### src/rtl/hdmi_pkg.sv
// Shared HDMI data-island packet type codes and InfoFrame sequencer encoding.
package hdmi_pkg;

  typedef enum logic [2:0] {
    PKT_NULL  = 3'd0,
    PKT_AUDIO = 3'd1,
    PKT_ACR   = 3'd2,
    PKT_AVI   = 3'd3,
    PKT_SPD   = 3'd4,
    PKT_AIF   = 3'd5
  } pkt_type_e;

  typedef enum logic [1:0] {
    IF_IDLE = 2'd0,
    IF_AVI  = 2'd1,
    IF_SPD  = 2'd2,
    IF_AUD  = 2'd3
  } if_state_e;

  function automatic pkt_type_e if_pkt(input if_state_e st);
    pkt_type_e p;
    case (st)
      IF_AVI:  p = PKT_AVI;
      IF_SPD:  p = PKT_SPD;
      IF_AUD:  p = PKT_AIF;
      default: p = PKT_NULL;
    endcase
    return p;
  endfunction

  function automatic if_state_e if_next(input if_state_e st, input logic en_spd);
    if_state_e n;
    case (st)
      IF_AVI:  n = en_spd ? IF_SPD : IF_AUD;
      IF_SPD:  n = IF_AUD;
      IF_AUD:  n = IF_IDLE;
      default: n = IF_IDLE;
    endcase
    return n;
  endfunction

endpackage

### src/rtl/hdmi_infoframe_seq.sv
// InfoFrame sequencer: walks AVI -> SPD -> audio InfoFrame once per video field.
module hdmi_infoframe_seq
  import hdmi_pkg::*;
#(
  parameter bit ENABLE_SPD = 1'b1
) (
  input  logic      clk_pixel,
  input  logic      reset,
  input  logic      video_field_end,
  input  logic      if_grant,
  output if_state_e if_state,
  output logic      overrun
);

  if_state_e state_r;
  if_state_e state_nxt_s;

  // A field end restarts the sequence before any same-cycle arbitration looks at it.
  assign if_state = video_field_end ? IF_AVI : state_r;
  assign overrun  = video_field_end && (state_r != IF_IDLE);

  // Next state: advance only when the current InfoFrame wins its slot.
  always_comb begin
    state_nxt_s = if_state;
    if (if_grant) begin
      state_nxt_s = if_next(if_state, ENABLE_SPD);
    end else begin
      state_nxt_s = if_state;
    end
  end

  // Sequencer state register.
  always_ff @(posedge clk_pixel) begin
    if (reset) begin
      state_r <= IF_IDLE;
    end else begin
      state_r <= state_nxt_s;
    end
  end

endmodule

### src/rtl/hdmi_packet_scheduler.sv
// Data-island slot arbiter: audio > ACR > InfoFrame > null, with an audio burst limit.
module hdmi_packet_scheduler
  import hdmi_pkg::*;
#(
  parameter int AUDIO_BURST_MAX = 3,
  parameter bit ENABLE_SPD      = 1'b1
) (
  input  logic       clk_pixel,
  input  logic       reset,
  input  logic       packet_enable,
  input  logic       video_field_end,
  input  logic       audio_req,
  input  logic       acr_tick,
  output logic       grant_valid,
  output logic [2:0] grant_type,
  output logic       audio_ack,
  output logic       if_overrun
);

  localparam int BURST_W_RAW = $clog2(AUDIO_BURST_MAX + 1);
  localparam int BURST_W     = (BURST_W_RAW < 2) ? 2 : BURST_W_RAW;
  localparam logic [BURST_W-1:0] BURST_MAX_C = BURST_W'(AUDIO_BURST_MAX);

  logic               acr_pending_r;
  logic [BURST_W-1:0] burst_r;
  if_state_e          if_state_s;
  logic               overrun_s;
  logic               if_grant_s;
  logic               if_pend_s;
  logic               other_pend_s;
  logic               burst_cap_s;
  pkt_type_e          sel_s;

  hdmi_infoframe_seq #(
    .ENABLE_SPD(ENABLE_SPD)
  ) u_if_seq (
    .clk_pixel      (clk_pixel),
    .reset          (reset),
    .video_field_end(video_field_end),
    .if_grant       (if_grant_s),
    .if_state       (if_state_s),
    .overrun        (overrun_s)
  );

  assign if_pend_s    = (if_state_s != IF_IDLE);
  assign other_pend_s = acr_pending_r || if_pend_s;
  assign burst_cap_s  = (burst_r == BURST_MAX_C);
  assign if_grant_s   = packet_enable &&
                        ((sel_s == PKT_AVI) || (sel_s == PKT_SPD) || (sel_s == PKT_AIF));

  // Slot priority; a full audio burst yields one slot to whatever else is waiting.
  always_comb begin
    sel_s = PKT_NULL;
    if (audio_req && !(burst_cap_s && other_pend_s)) begin
      sel_s = PKT_AUDIO;
    end else if (acr_pending_r) begin
      sel_s = PKT_ACR;
    end else if (if_pend_s) begin
      sel_s = if_pkt(if_state_s);
    end else begin
      sel_s = PKT_NULL;
    end
  end

  // Registered grant outputs, ACR pending flag and saturating audio burst counter.
  always_ff @(posedge clk_pixel) begin
    if (reset) begin
      grant_valid   <= 1'b0;
      grant_type    <= 3'd0;
      audio_ack     <= 1'b0;
      if_overrun    <= 1'b0;
      acr_pending_r <= 1'b0;
      burst_r       <= '0;
    end else begin
      grant_valid <= packet_enable;
      audio_ack   <= packet_enable && (sel_s == PKT_AUDIO);
      if_overrun  <= overrun_s;
      if (packet_enable) begin
        grant_type <= sel_s;
        if (sel_s == PKT_AUDIO) begin
          if (!burst_cap_s) begin
            burst_r <= burst_r + BURST_W'(1);
          end
        end else begin
          burst_r <= '0;
        end
      end
      // A new tick outranks a same-cycle ACR grant so no request is lost.
      if (acr_tick) begin
        acr_pending_r <= 1'b1;
      end else if (packet_enable && (sel_s == PKT_ACR)) begin
        acr_pending_r <= 1'b0;
      end
    end
  end

endmodule
### config.mk
export PLATFORM = sky130hd
export DESIGN_NAME = hdmi_packet_scheduler
export DESIGN_NICKNAME = d
export VERILOG_FILES = /design/src/rtl/hdmi_pkg.sv /design/src/rtl/hdmi_infoframe_seq.sv /design/src/rtl/hdmi_packet_scheduler.sv
export SDC_FILE = /design/constraint.sdc
export NUM_CORES = 1
export LEC_CHECK = 0
export BUFFER_PORTS_ARGS = -buffer_cell sky130_fd_sc_hd__buf_4
export CAP_MARGIN = 5
export CORE_AREA = 2 2 39 41
export CTS_BUF_LIST = sky130_fd_sc_hd__clkbuf_16
export CTS_CLUSTER_SIZE = 28
export DETAILED_ROUTE_END_ITERATION = 12
export DIE_AREA = 0 0 41 43
export PLACE_DENSITY = 0.61
export SLEW_MARGIN = 20
export SYNTH_ARGS = -nofsm -noshare
export SYNTH_HDL_FRONTEND = slang
export SYNTH_HIERARCHICAL = 1
export SYNTH_SLANG_ARGS = --single-unit
### constraint.sdc
create_clock -name clk_pixel -period 1.91 [get_ports clk_pixel]
set_clock_uncertainty 0.1 [all_clocks]
set_input_delay 0.4775 -clock clk_pixel [delete_from_list [all_inputs] [get_ports clk_pixel]]
set_output_delay 0.4775 -clock clk_pixel [all_outputs]
set_load 0.02 [all_outputs]
# Word level (Yosys, flattened, before mapping)
# Cells that the tools add are included.
[word_totals]
reg_bits = 11
input_bits = 6
word_cells = 43
[op_classes]
mux = 11
eq_ne = 10
n_addsub = 1
reduce_logical = 14
[ops]
columns = ["operator", "count"]
rows = [
  ["$mux W3", 3],
  ["$pmux W3 S3", 1],
  ["$mux W2", 4],
  ["$eq A2 B2 Y1 const B", 3],
  ["$eq A3 B2 Y1 const B", 2],
  ["$eq A3 B3 Y1 const B", 2],
  ["$logic_and A1 B1 Y1", 6],
  ["$reduce_bool A2 Y1", 3],
  ["$pmux W2 S2", 1],
  ["$eq A3 B1 Y1 const B", 1],
  ["$logic_or A1 B1 Y1", 3],
  ["$add A2 B1 Y2 const B", 1],
  ["$eq A2 B1 Y1 const B", 1],
  ["$mux W1", 2],
  ["$ne A2 B2 Y1 const B", 1],
  ["$reduce_and A2 Y1", 1],
  ["$logic_not A1 Y1", 1],
]

# Depth between registers and ports, before layout
# Gate-level depths: netlist of the first run.
[logic_depth]
ltp_word = 12
mapped_depth = 6
mapped_depth_nobuf = 6

# Modules after synthesis
# The synthesis of the first run kept the hierarchy.
[modules_own_cells]
columns = ["mod", "cells_per_inst", "area_each_um2", "seq_area_each_um2", "n_inst"]
rows = [
  ["hdmi_packet_scheduler", 43, 400.4, 180.2, 1],
  ["hdmi_infoframe_seq", 13, 108.9, 40.0, 1],
]

# Worst setup path before layout of the first run
# OpenSTA, ideal clock, no wires.
[synth_timing]
path_type = "input to register"
start = "input video_field_end"
end = "register u_if_seq.state_r[1]"
setup_slack_ns = 0.181
n_path_buf = 0
stages = 5
arrival_ns = 1.515
setup_time_ns = 0.114
cell_sequence = "nor2b_1 > nor2_1 > nor4_1 > nor2_1 > a21o_1"
[synth_via]
elab_chain_cells = 12
elab_cells_between_ends = 21
cone_classes = "eq/ne: 6; mux: 7; reduce/logical: 8"
[synth_rtl]
columns = ["item", "line", "text"]
rows = [
  ["start, declared", "hdmi_packet_scheduler.sv:11", "input logic video_field_end,"],
  ["$mux W2 (*)", "hdmi_infoframe_seq.sv:19", "assign if_state = video_field_end ? IF_AVI : state_r;"],
  ["parallel branches: the longest is 5 deep, another holds $pmux W3 S3", "--", ""],
  ["$mux W3 (*)", "hdmi_packet_scheduler.sv:54", "if (audio_req && !(burst_cap_s && other_pend_s)) begin"],
  ["$eq A3 B2 Y1 or $eq A3 B3 Y1 (tied branches)", "hdmi_packet_scheduler.sv:49", "((sel_s == PKT_AVI) || (sel_s == PKT_SPD) || (sel_s == PKT_AIF));"],
  ["$logic_or A1 B1 Y1", "hdmi_packet_scheduler.sv:49", ""],
  ["$logic_or A1 B1 Y1 (*)", "hdmi_packet_scheduler.sv:49", ""],
  ["$logic_and A1 B1 Y1 (*)", "hdmi_packet_scheduler.sv:48", "assign if_grant_s = packet_enable &&"],
  ["named net if_grant_s", "hdmi_packet_scheduler.sv:28", "logic if_grant_s;"],
  ["$mux W2 (*)", "hdmi_infoframe_seq.sv:25", "if (if_grant) begin"],
  ["end signal, assigned", "hdmi_infoframe_seq.sv:37", "state_r <= state_nxt_s;"],
  ["end, declared", "hdmi_infoframe_seq.sv:15", "if_state_e state_r;"],
]
# Mark *: on every way through the listed nets, which the timed path passes.
# A chain may end at the register's enable or synchronous reset.

# Worst setup path after layout of the first run
[layout_timing]
start = "register burst_r[0]"
end = "register u_if_seq.state_r[1]"
[layout_via]
elab_chain_cells = 10
elab_cells_between_ends = 12
cone_classes = "eq/ne: 4; mux: 2; reduce/logical: 6"
[layout_rtl]
columns = ["item", "line", "text"]
rows = [
  ["start, declared", "hdmi_packet_scheduler.sv:25", "logic [BURST_W-1:0] burst_r;"],
  ["start signal, assigned", "hdmi_packet_scheduler.sv:82", "burst_r <= burst_r + BURST_W'(1);"],
  ["$eq A2 B2 Y1 (*)", "hdmi_packet_scheduler.sv:47", "assign burst_cap_s = (burst_r == BURST_MAX_C);"],
  ["$logic_and A1 B1 Y1 (*)", "hdmi_packet_scheduler.sv:54", ""],
  ["$logic_not A1 Y1 (*)", "hdmi_packet_scheduler.sv:54", ""],
  ["$logic_and A1 B1 Y1 (*)", "hdmi_packet_scheduler.sv:54", ""],
  ["$mux W3 (*)", "hdmi_packet_scheduler.sv:54", ""],
  ["$eq A3 B2 Y1 or $eq A3 B3 Y1 (tied branches)", "hdmi_packet_scheduler.sv:49", ""],
  ["$logic_or A1 B1 Y1", "hdmi_packet_scheduler.sv:49", ""],
  ["$logic_or A1 B1 Y1 (*)", "hdmi_packet_scheduler.sv:49", ""],
  ["$logic_and A1 B1 Y1 (*)", "hdmi_packet_scheduler.sv:48", ""],
  ["named net if_grant_s", "hdmi_packet_scheduler.sv:28", ""],
  ["$mux W2 (*)", "hdmi_infoframe_seq.sv:25", ""],
]
# Mark *: on every way through the listed nets, which the timed path passes. The rest lies on a longest branch.

==> impl_metrics.env, run 1 <==
export IMPL_cpPeakStageDelay_ps=360
export IMPL_max_freq_mhz=653
export IMPL_grt_pass1_wl_um=1620
export IMPL_portBuffers=11
export IMPL_hpwl_um=698
export IMPL_start_kind="register"
export IMPL_hold_buffers=0
export IMPL_rsz0062_at_grt="no"
export IMPL_cts_tree="done"
export IMPL_drive_gt1_frac=0.282
export IMPL_setup_viol=0
export IMPL_grt_pass1_vias=406
export IMPL_required_ps=1990
export IMPL_fin_setup_tns_ps=0
export IMPL_die_y_um=43
export IMPL_drt_pass1_iterations=2
export IMPL_cts_sinks=11
export IMPL_yosysTopAreaCell="dfxtp_1"
export IMPL_num_vias=450
export IMPL_ys_seq_elements=11
export IMPL_fin_crit_ps=1530
export IMPL_gp_congestion=0.720
export IMPL_synth_fp_nets=64
export IMPL_rows=14
export IMPL_h_tree_depth=1
export IMPL_vias_per_cell=5.17
export IMPL_initial_core_util=0.368
export IMPL_highest_layer="met4"
export IMPL_antenna_cells=0
export IMPL_drc=0
export IMPL_dieArea_um2=1760
export IMPL_cts_buffers=3
export IMPL_wl_met2_um=432
export IMPL_ys_top_cells_by_area="dfxtp_1 43%, nor2b_1 6.1%, ha_1 4.9%, a21oi_1 3.9%, nor2_1 3.7%"
export IMPL_critPathCaptureType="register"
export IMPL_clock_root_buffer="clkbuf_16"
export IMPL_area_growth_synth_to_final_pct=36.1
export IMPL_grt_ovfl_total=0
export IMPL_cp_buffers_inverters=1
export IMPL_ys_flop_type="dfxtp_1"
export IMPL_synth_yosys_seq_area_share=0.432
export IMPL_drt_iter0_drc=5
export IMPL_vdd_ir_drop_max_mv=0.897
export IMPL_clk_latency_ps=240
export IMPL_ant_nets=0
export IMPL_cp_max_fo=5
export IMPL_yosys_warnings=6
export IMPL_postSynthCellCount=56
export IMPL_drv_slew=0
export IMPL_cp_slowest_cell="dfxtp_1"
export IMPL_synth_area_um2=509
export IMPL_multiInputGateArea_um2=262
export IMPL_async_flop_share=0
export IMPL_die_w_um=41
export IMPL_path_cells="ha_1 > nor2b_2 > nor4_1 > buf_4 > nor3b_1 > a21o_1"
export IMPL_synth_edff_count=0
export IMPL_finalNonFillerCells=87
export IMPL_grtUsageTotal=0.144
export IMPL_grt_start_max_net_pins=12
export IMPL_antenna_found_initial=0
export IMPL_nFillCells=129
export IMPL_relSlewSlack=0.824
export IMPL_routed_wl_um=944
export IMPL_wl_met1_um=431
export IMPL_clkSlewWorstSetupHoldPaths_ps=40
export IMPL_ys_types=28
export IMPL_critical_path_class="register to register"
export IMPL_post_cts_buffers=0
export IMPL_dr_wl_met3_um=39
export IMPL_rrSetupSlack_ps=380
export IMPL_hold_path_class="register to register"
export IMPL_fin_crit_sh=0.802
export IMPL_cts_resized=0
export IMPL_core_um2=1380
export IMPL_layout_nets=80
export IMPL_worst_path_dominant_cell_family="simple AND/OR/NAND/NOR gates"
export IMPL_regArea_um2=220
export IMPL_cp_arrival_ps=1610
export IMPL_power_leakage_nw=0.314
export IMPL_hold_viol_final=0
export IMPL_worst_pin_slew_ps=263
export IMPL_cap_violations=0
export IMPL_synth_top_area_share=0.432
export IMPL_cts_buffer_depth=2
export IMPL_status="complete, no violations"
export IMPL_syn_avg_cell_area_um2=9.09
export IMPL_dp_cells=83
export IMPL_detail_route_wl_per_cell_um=10.9
export IMPL_power_density_nw_per_um2=1010
export IMPL_io_pins=12
cells by family after synthesis:
family,Yosys count,synth area share
buffers and inverters,6,0.0540
adder cells (fa/ha/maj),2,0.0491
AO/OA/AOI/OAI,14,0.197
AND/OR/NAND/NOR,23,0.268
flip-flops,11,0.432
flip-flops by register name, indices dropped and copies added, names as in the netlist:
signal	cells
grant_valid	1
u_if_seq/state_r	2
burst_r	2
grant_type	3
audio_ack	1
if_overrun	1
acr_pending_r	1
metrics by stage:
step	utilization	area, µm²	hold slack [ps]	power [mW]	setup slack [ps]
CTS	0.501	693	366	0.708	356
finish	0.501	693	359	0.702	378
global placement	0.444	614	347	0.330	244
global route	0.501	693	379	0.731	141
detailed placement	0.444	614	360	0.331	208
floorplan	-	509	364	0.303	181
worst register-to-register path: stages, from the launching register on:
cell	delay, ps
dfxtp_1	360
ha_1	260
nor2b_2	90
nor4_1	230
buf_4	160
nor3b_1	170
a21o_1	100
cells in the mapped netlist (2+ instances only):
cell / n
a311oi_1: 2
dfxtp_1: 11
inv_1: 3
ha_1: 2
nor2_1: 5
a21oi_1: 4
nor2b_1: 5
nand2_1: 3
nor3_1: 2
metal layers:
metal  vias to the layer above  GRT usage
li1                        229          -
met1                       209      0.162
met2                         8      0.197
met3                         4     0.0471
met4                         0      0.140
met5                         -          0
cell usage in the layout, fill, tap and decap left out, drive strengths merged, types with 2 or more instances in the layout:
cell type / netlist / layout
dfxtp: 11 / 11
ha: 2 / 2
clkbuf: 1 / 3
nand2: 3 / 3
inv: 4 / 5
buf: 1 / 13
nor3: 3 / 3
a311oi: 2 / 2
nor2: 5 / 5
a21oi: 5 / 5
nor2b: 6 / 6
where the power goes:
group | switching, mW | total, mW | internal [mW]
combinational | 0.0392 | 0.0752 | 0.0360
sequential | 0.00876 | 0.252 | 0.243
clock | 0.100 | 0.375 | 0.275
path summary, 6_finish.rpt:
check	start	to	cells past startpoint
min	grant_type[2]$_SDFFE_PP0P_	grant_type[2]$_SDFFE_PP0P_	2
max reg2reg	burst_r[0]$_SDFFE_PP0P_	u_if_seq/state_r[1]$_SDFF_PP0_	6
max	burst_r[0]$_SDFFE_PP0P_	u_if_seq/state_r[1]$_SDFF_PP0_	6
min reg2reg	grant_type[2]$_SDFFE_PP0P_	grant_type[2]$_SDFFE_PP0P_	2
layout make-up:
class                      instances  area share
clock buffer                       3       0.108
clock inverter                     1     0.00542
inverter                           4      0.0217
multi-input combinational         39       0.377
sequential                        11       0.318
tap                               16      0.0289
timing repair buffer              13       0.141
No activity file was read; power rests on OpenSTA's default activity.
==> inputs of run 2 (changes only) <==
Settings changed: ABC_AREA set to 1, PLACE_DENSITY 0.61 to 0.65.
Clock period 1.91 ns to 1.36 ns, I/O delays scaled along.
==> impl_metrics.env, run 2 <==
export IMPL_status="complete, no violations"
export IMPL_vias_per_cell=4.46
export IMPL_synth_fp_nets=81
export IMPL_post_route_util=0.603
export IMPL_clock_root_buffer="clkbuf_16"
export IMPL_grt_busiest_layer="met2"
export IMPL_required_ps=1390
export IMPL_synth_yosys_seq_area_share=0.418
export IMPL_die_y_um=43
export IMPL_cts_tree="done"
export IMPL_clkSlewWorstSetupHoldPaths_ps=40
export IMPL_critical_path_class="register to register"
export IMPL_h_tree_depth=1
export IMPL_ys_types=19
export IMPL_ant_nets=0
export IMPL_largest_register_ffs=3
export IMPL_yosysTopAreaCell="dfxtp_1"
export IMPL_ys_seq_elements=11
export IMPL_layout_nets=104
export IMPL_drt_pass1_iterations=4
export IMPL_cp_max_fo=4
export IMPL_finalNonFillerCells=111
export IMPL_relSlewSlack=0.838
export IMPL_clk_latency_ps=240
export IMPL_rsz0062_at_grt="yes"
export IMPL_rows=14
export IMPL_drv_slew=0
export IMPL_fin_crit_sh=0.998
export IMPL_hold_viol_final=0
export IMPL_routed_wl_um=1070
export IMPL_grt_pass1_wl_um=1680
export IMPL_cap_violations=0
export IMPL_detail_route_wl_per_cell_um=9.62
export IMPL_postSynthCellCount=73
export IMPL_synth_edff_count=0
export IMPL_dp_cells=106
export IMPL_power_leakage_nw=0.401
export IMPL_grt_start_max_net_pins=11
export IMPL_finalWorstSetupSlack_ps=3.12
export IMPL_grt_pass1_vias=432
export IMPL_top_register="grant_type"
export IMPL_grt_met3_usage=0.0471
export IMPL_grtUsageTotal=0.150
export IMPL_mostFrequentLayoutCell="buf_4"
export IMPL_use_met2=0.228
export IMPL_power_density_nw_per_um2=1240
export IMPL_drive_gt1_frac=0.442
export IMPL_num_vias=495
export IMPL_cts_sinks=11
export IMPL_layout_common_cells="20 x buf_4, 13 x inv_1, 12 x nand2_1"
export IMPL_portBuffers=11
export IMPL_drt_iter0_drc=6
export IMPL_drc=0
export IMPL_area_growth_synth_to_final_pct=58.4
export IMPL_start_kind="register"
export IMPL_cp_arrival_ps=1390
export IMPL_yosys_warnings=6
export IMPL_io_pins=12
export IMPL_synth_common_cells="14 x inv_1, 13 x nand2_1, 11 x dfxtp_1, 7 x nor2_1, 4 x a21oi_1"
export IMPL_syn_avg_cell_area_um2=7.22
export IMPL_pre_cts_ws_ps=-245
export IMPL_yosysMostFrequentCell="inv_1"
export IMPL_vdd_ir_drop_max_mv=0.569
export IMPL_gr_usage_met1=0.160
export IMPL_initial_core_util=0.381
export IMPL_synth_area_um2=527
export IMPL_hold_path_class="input pin to register"
export IMPL_die_w_um=41
export IMPL_worst_pin_slew_ps=242
export IMPL_setup_viol=0
export IMPL_synth_top_area_share=0.418
export IMPL_antenna_found_initial=0
export IMPL_gp_congestion=0.817
export IMPL_cts_buffer_depth=2
export IMPL_max_freq_mhz=737
export IMPL_fin_crit_ps=1360
export IMPL_ys_top_cells_by_area="dfxtp_1 42%, inv_1 10%, nand2_1 9.3%, nor2_1 5.0%, ha_1 4.8%"
export IMPL_ys_flop_type="dfxtp_1"
export IMPL_async_flop_share=0
export IMPL_critPathCaptureType="register"
export IMPL_antenna_cells=0
export IMPL_cts_buffers=3
export IMPL_core_um2=1380
export IMPL_hpwl_um=761
export IMPL_grt_ovfl_total=0
export IMPL_top_regs="grant_type: 3 flops, burst_r: 2 flops, u_if_seq/state_r: 2 flops"
export IMPL_dieArea_um2=1760
## run 2: logic make-up (layout without fill, tap and decap cells)
family,Yosys count,in the layout,synth area share
buffers and inverters,18,40,0.135
adders and majority gates,2,2,0.0475
DFF,11,11,0.418
and+or+nand+nor,33,33,0.299
AOI/OAI and AO/OA,9,9,0.0998
## run 2: final timing paths
check | from | to | slack (ps) | cells past startpoint
worst min register to register | grant_type[2]$_SDFFE_PP0P_ | grant_type[2]$_SDFFE_PP0P_ | 360 | 2
worst max register to register | u_if_seq/state_r[1]$_SDFF_PP0_ | u_if_seq/state_r[0]$_SDFF_PP0_ | 3 | 11
worst min-delay path | reset | acr_pending_r$_SDFFE_PP0P_ | 250 | 2
worst max-delay path | u_if_seq/state_r[1]$_SDFF_PP0_ | u_if_seq/state_r[0]$_SDFF_PP0_ | 3 | 11
## run 2: layout make-up
cell class              count  area, µm²
fillers                   125        549
multi-input cells          44        279
flip-flops and latches     11        225
repair buffers             20        150
inverters                  16       81.3
clock buffers               3       75.1
well taps                  16       20.0
clock inverters             1       3.75
## run 2: worst max-delay path, cell delays in order, from the launching register on
cell and delay (ps):
dfxtp_4 370, nand2_8 60, inv_6 50, nor2_4 30, nand2_1 40, nand2_1 60, nand2_2 70, nand2_2 70
nor3_4 200, nand2_1 80, nand2_1 80, nor2_2 40
## run 2: timing repair
item | CTS | global route
buffers inserted | 2 | 0
setup endpoints to repair | 2 | 5
hold buffers | 0 | 0
resized for setup | 1 | 6
pin swaps | 8 | 4
## run 2: where the power goes
part / switching (mW) / internal, mW
registers: 0.00942 / 0.341
logic: 0.0839 / 0.0694
clock network: 0.142 / 0.386
total: 0.236 / 0.796
## run 2: per-stage QoR
stage	power (mW)	area, µm²	TNS (ps)	hold slack (ps)
2_1_floorplan	0.445	577	-90.2	343
3_3_place_gp	0.501	728	-588	356
4_1_cts	1.04	825	0	244
3_5_place_dp	0.503	728	-682	357
6_report	1.03	835	0	248
5_1_grt	1.08	835	-156	264
## run 2: metal layers
layer | wire, µm | vias up
met5 | 0 | -
met4 | 26 | 0
met3 | 58 | 4
met2 | 490 | 14
met1 | 492 | 209
li1 | - | 268
==> inputs of run 3 (changes only) <==
==> constraint.sdc (replaced) <==
create_clock -name clk_pixel -period 1.36 [get_ports clk_pixel]
set_clock_uncertainty 0.1 [all_clocks]
set_input_delay 0.068 -clock clk_pixel [delete_from_list [all_inputs] [get_ports clk_pixel]]
set_output_delay 0.068 -clock clk_pixel [all_outputs]
set_load 0.02 [all_outputs]
==> impl_metrics.env, run 3 (synthesis results as in run 2) <==
export IMPL_grt_met3_usage=0.0314
export IMPL_cts_buffers=3
export IMPL_rr_worst_depth=11
export IMPL_layout_common_cells="21 x buf_4, 14 x inv_1, 12 x nand2_1"
export IMPL_post_route_util=0.588
export IMPL_clock_root_buffer="clkbuf_16"
export IMPL_regArea_um2=223
export IMPL_worst_path_dominant_cell_family="simple AND/OR/NAND/NOR gates"
export IMPL_timing_rr_start="u_if_seq/state_r[1]$_SDFF_PP0_"
export IMPL_grt_pass1_vias=458
export IMPL_layout_nets=107
export IMPL_share_comb_of_total_power=0.145
export IMPL_whs_ps=62.2
export IMPL_io_pins=12
export IMPL_cpPeakStageDelay_ps=320
export IMPL_drt_iter0_drc=10
export IMPL_grt_ovfl_total=0
export IMPL_hold_path_class="input pin to register"
export IMPL_min_from="audio_req"
export IMPL_die_w_um=41
export IMPL_gp_congestion=0.777
export IMPL_violations="negative setup slack"
export IMPL_top_register="grant_type"
export IMPL_grt_busiest_layer="met2"
export IMPL_drv_slew=0
export IMPL_rows=14
export IMPL_min_path_cells=3
export IMPL_cpMostUsedCell="nand2_1"
export IMPL_initial_core_util=0.381
export IMPL_ant_nets=0
export IMPL_largest_register_ffs=3
export IMPL_fin_crit_ps=1370
export IMPL_drive_gt1_frac=0.398
export IMPL_intPower_mw=0.797
export IMPL_cp_buffers_inverters=1
export IMPL_cp_max_fo=4
export IMPL_cts_tree="done"
export IMPL_clk_latency_ps=240
export IMPL_portBuffers=11
export IMPL_switchingPower_mw=0.225
export IMPL_pwr_share_seq=0.342
export IMPL_core_um2=1380
export IMPL_detail_route_wl_per_cell_um=9.71
export IMPL_vdd_ir_drop_max_mv=0.545
export IMPL_cp_slowest_cell="dfxtp_2"
export IMPL_top_regs="grant_type: 3 flops, burst_r: 2 flops, u_if_seq/state_r: 2 flops"
export IMPL_relSlewSlack=0.850
export IMPL_mostFrequentLayoutCell="buf_4"
export IMPL_grt_pass1_wl_um=1790
export IMPL_clkSlewWorstSetupHoldPaths_ps=40
export IMPL_hpwl_um=682
export IMPL_p_total_mw=1.02
export IMPL_status="finished, violations left"
export IMPL_grtUsageTotal=0.152
export IMPL_rsz0062_at_grt="yes"
export IMPL_cts_buffer_depth=2
export IMPL_drc=0
export IMPL_r2r_end="u_if_seq/state_r[0]$_SDFF_PP0_"
export IMPL_gr_usage_met1=0.176
export IMPL_antenna_found_initial=0
export IMPL_power_density_nw_per_um2=1260
export IMPL_drt_pass1_iterations=4
export IMPL_vias_per_cell=4.52
export IMPL_grt_start_max_net_pins=11
export IMPL_hold_viol_final=0
export IMPL_use_met2=0.238
export IMPL_cts_sinks=11
export IMPL_worst_pin_slew_ps=225
export IMPL_max_freq_mhz=731
export IMPL_nFillCells=122
export IMPL_critical_path_class="register to register"
export IMPL_power_leakage_nw=0.414
export IMPL_dieArea_um2=1760
export IMPL_area_growth_synth_to_final_pct=54.4
export IMPL_die_y_um=43
export IMPL_setup_viol=2
export IMPL_finalWorstSetupSlack_ps=-7.36
export IMPL_routed_wl_um=1110
export IMPL_required_ps=1390
export IMPL_multiInputGateArea_um2=254
export IMPL_sw_frac_of_total=0.220
export IMPL_antenna_cells=0
export IMPL_rrSetupSlack_ps=-7
export IMPL_cp_arrival_ps=1400
export IMPL_h_tree_depth=1
export IMPL_num_vias=515
export IMPL_fin_crit_sh=1.01
export IMPL_hold_end="burst_r[1]$_SDFFE_PP0P_"
export IMPL_path_cells="nand2_2 > inv_2 > nor2_4 > nand2_1 > nand2_1 > nand2_2 > nand2_4 > nor3_4 > nand2_1 > nand2_1 > nor2_2"
export IMPL_cap_violations=0
export IMPL_critPathCaptureType="register"
export IMPL_pre_cts_ws_ps=6.86
export IMPL_power_share_clock=0.512
export IMPL_start_kind="register"
## run 3: timing repair
action / 4_1_cts / 5_1_grt
setup endpoints to repair: 2 / 3
pin swaps: 0 / 3
hold buffers: 2 / 0
hold endpoints to repair: 7 / 0
resized for setup: 1 / 3
setup buffers: 1 / 3
## run 3: area by class of cell
type                    count  area share
inverters                  16      0.0738
clock buffers               3      0.0923
multi-input cells          44       0.312
flip-flops and latches     11       0.274
well taps                  16      0.0246
repair buffers             23       0.218
clock inverters             1     0.00462
## run 3: worst max path at each step
stage	startpoint	endpoint	cells past startpoint
floorplan	u_if_seq/state_r[1]$_SDFF_PP0_	u_if_seq/state_r[0]$_SDFF_PP0_	11
finish	u_if_seq/state_r[1]$_SDFF_PP0_	u_if_seq/state_r[0]$_SDFF_PP0_	11
CTS	u_if_seq/state_r[1]$_SDFF_PP0_	u_if_seq/state_r[1]$_SDFF_PP0_	11
detailed placement	u_if_seq/state_r[1]$_SDFF_PP0_	u_if_seq/state_r[1]$_SDFF_PP0_	11
global placement	u_if_seq/state_r[1]$_SDFF_PP0_	u_if_seq/state_r[0]$_SDFF_PP0_	11
global route	u_if_seq/state_r[1]$_SDFF_PP0_	u_if_seq/state_r[0]$_SDFF_PP0_	11
## run 3: worst reg2reg max path: cells and delay by family, from the launching register on
| family | cells | cell delay, ps |
|---|---|---|
| simple gates | 10 | 750 |
| flops | 1 | 320 |
| buf+inv | 1 | 80 |
## run 3: power by group through the flow
stage / logic [mW] / clock network [mW] / registers, mW
after global routing: 0.165 / 0.556 / 0.352
after detailed placement: 0.129 / 0 / 0.354
after CTS: 0.140 / 0.531 / 0.349
after global placement: 0.128 / 0 / 0.354
final: 0.148 / 0.524 / 0.350
after floorplan: 0.0696 / 0 / 0.366
## run 3: through the flow
stage | TNS [ps] | cells | cell area (µm²)
after floorplan | 0 | 73 | 538
after CTS | 0 | 111 | 783
final | -9.48 | 114 | 813
after detailed placement | 0 | 104 | 674
after global routing | -253 | 114 | 813
after global placement | 0 | 104 | 674
## run 3: metal layers
layer	vias to the layer above	routed length (µm)
met4	0	28
met1	229	482
met2	10	552
met5	-	0
li1	272	-
met3	4	43
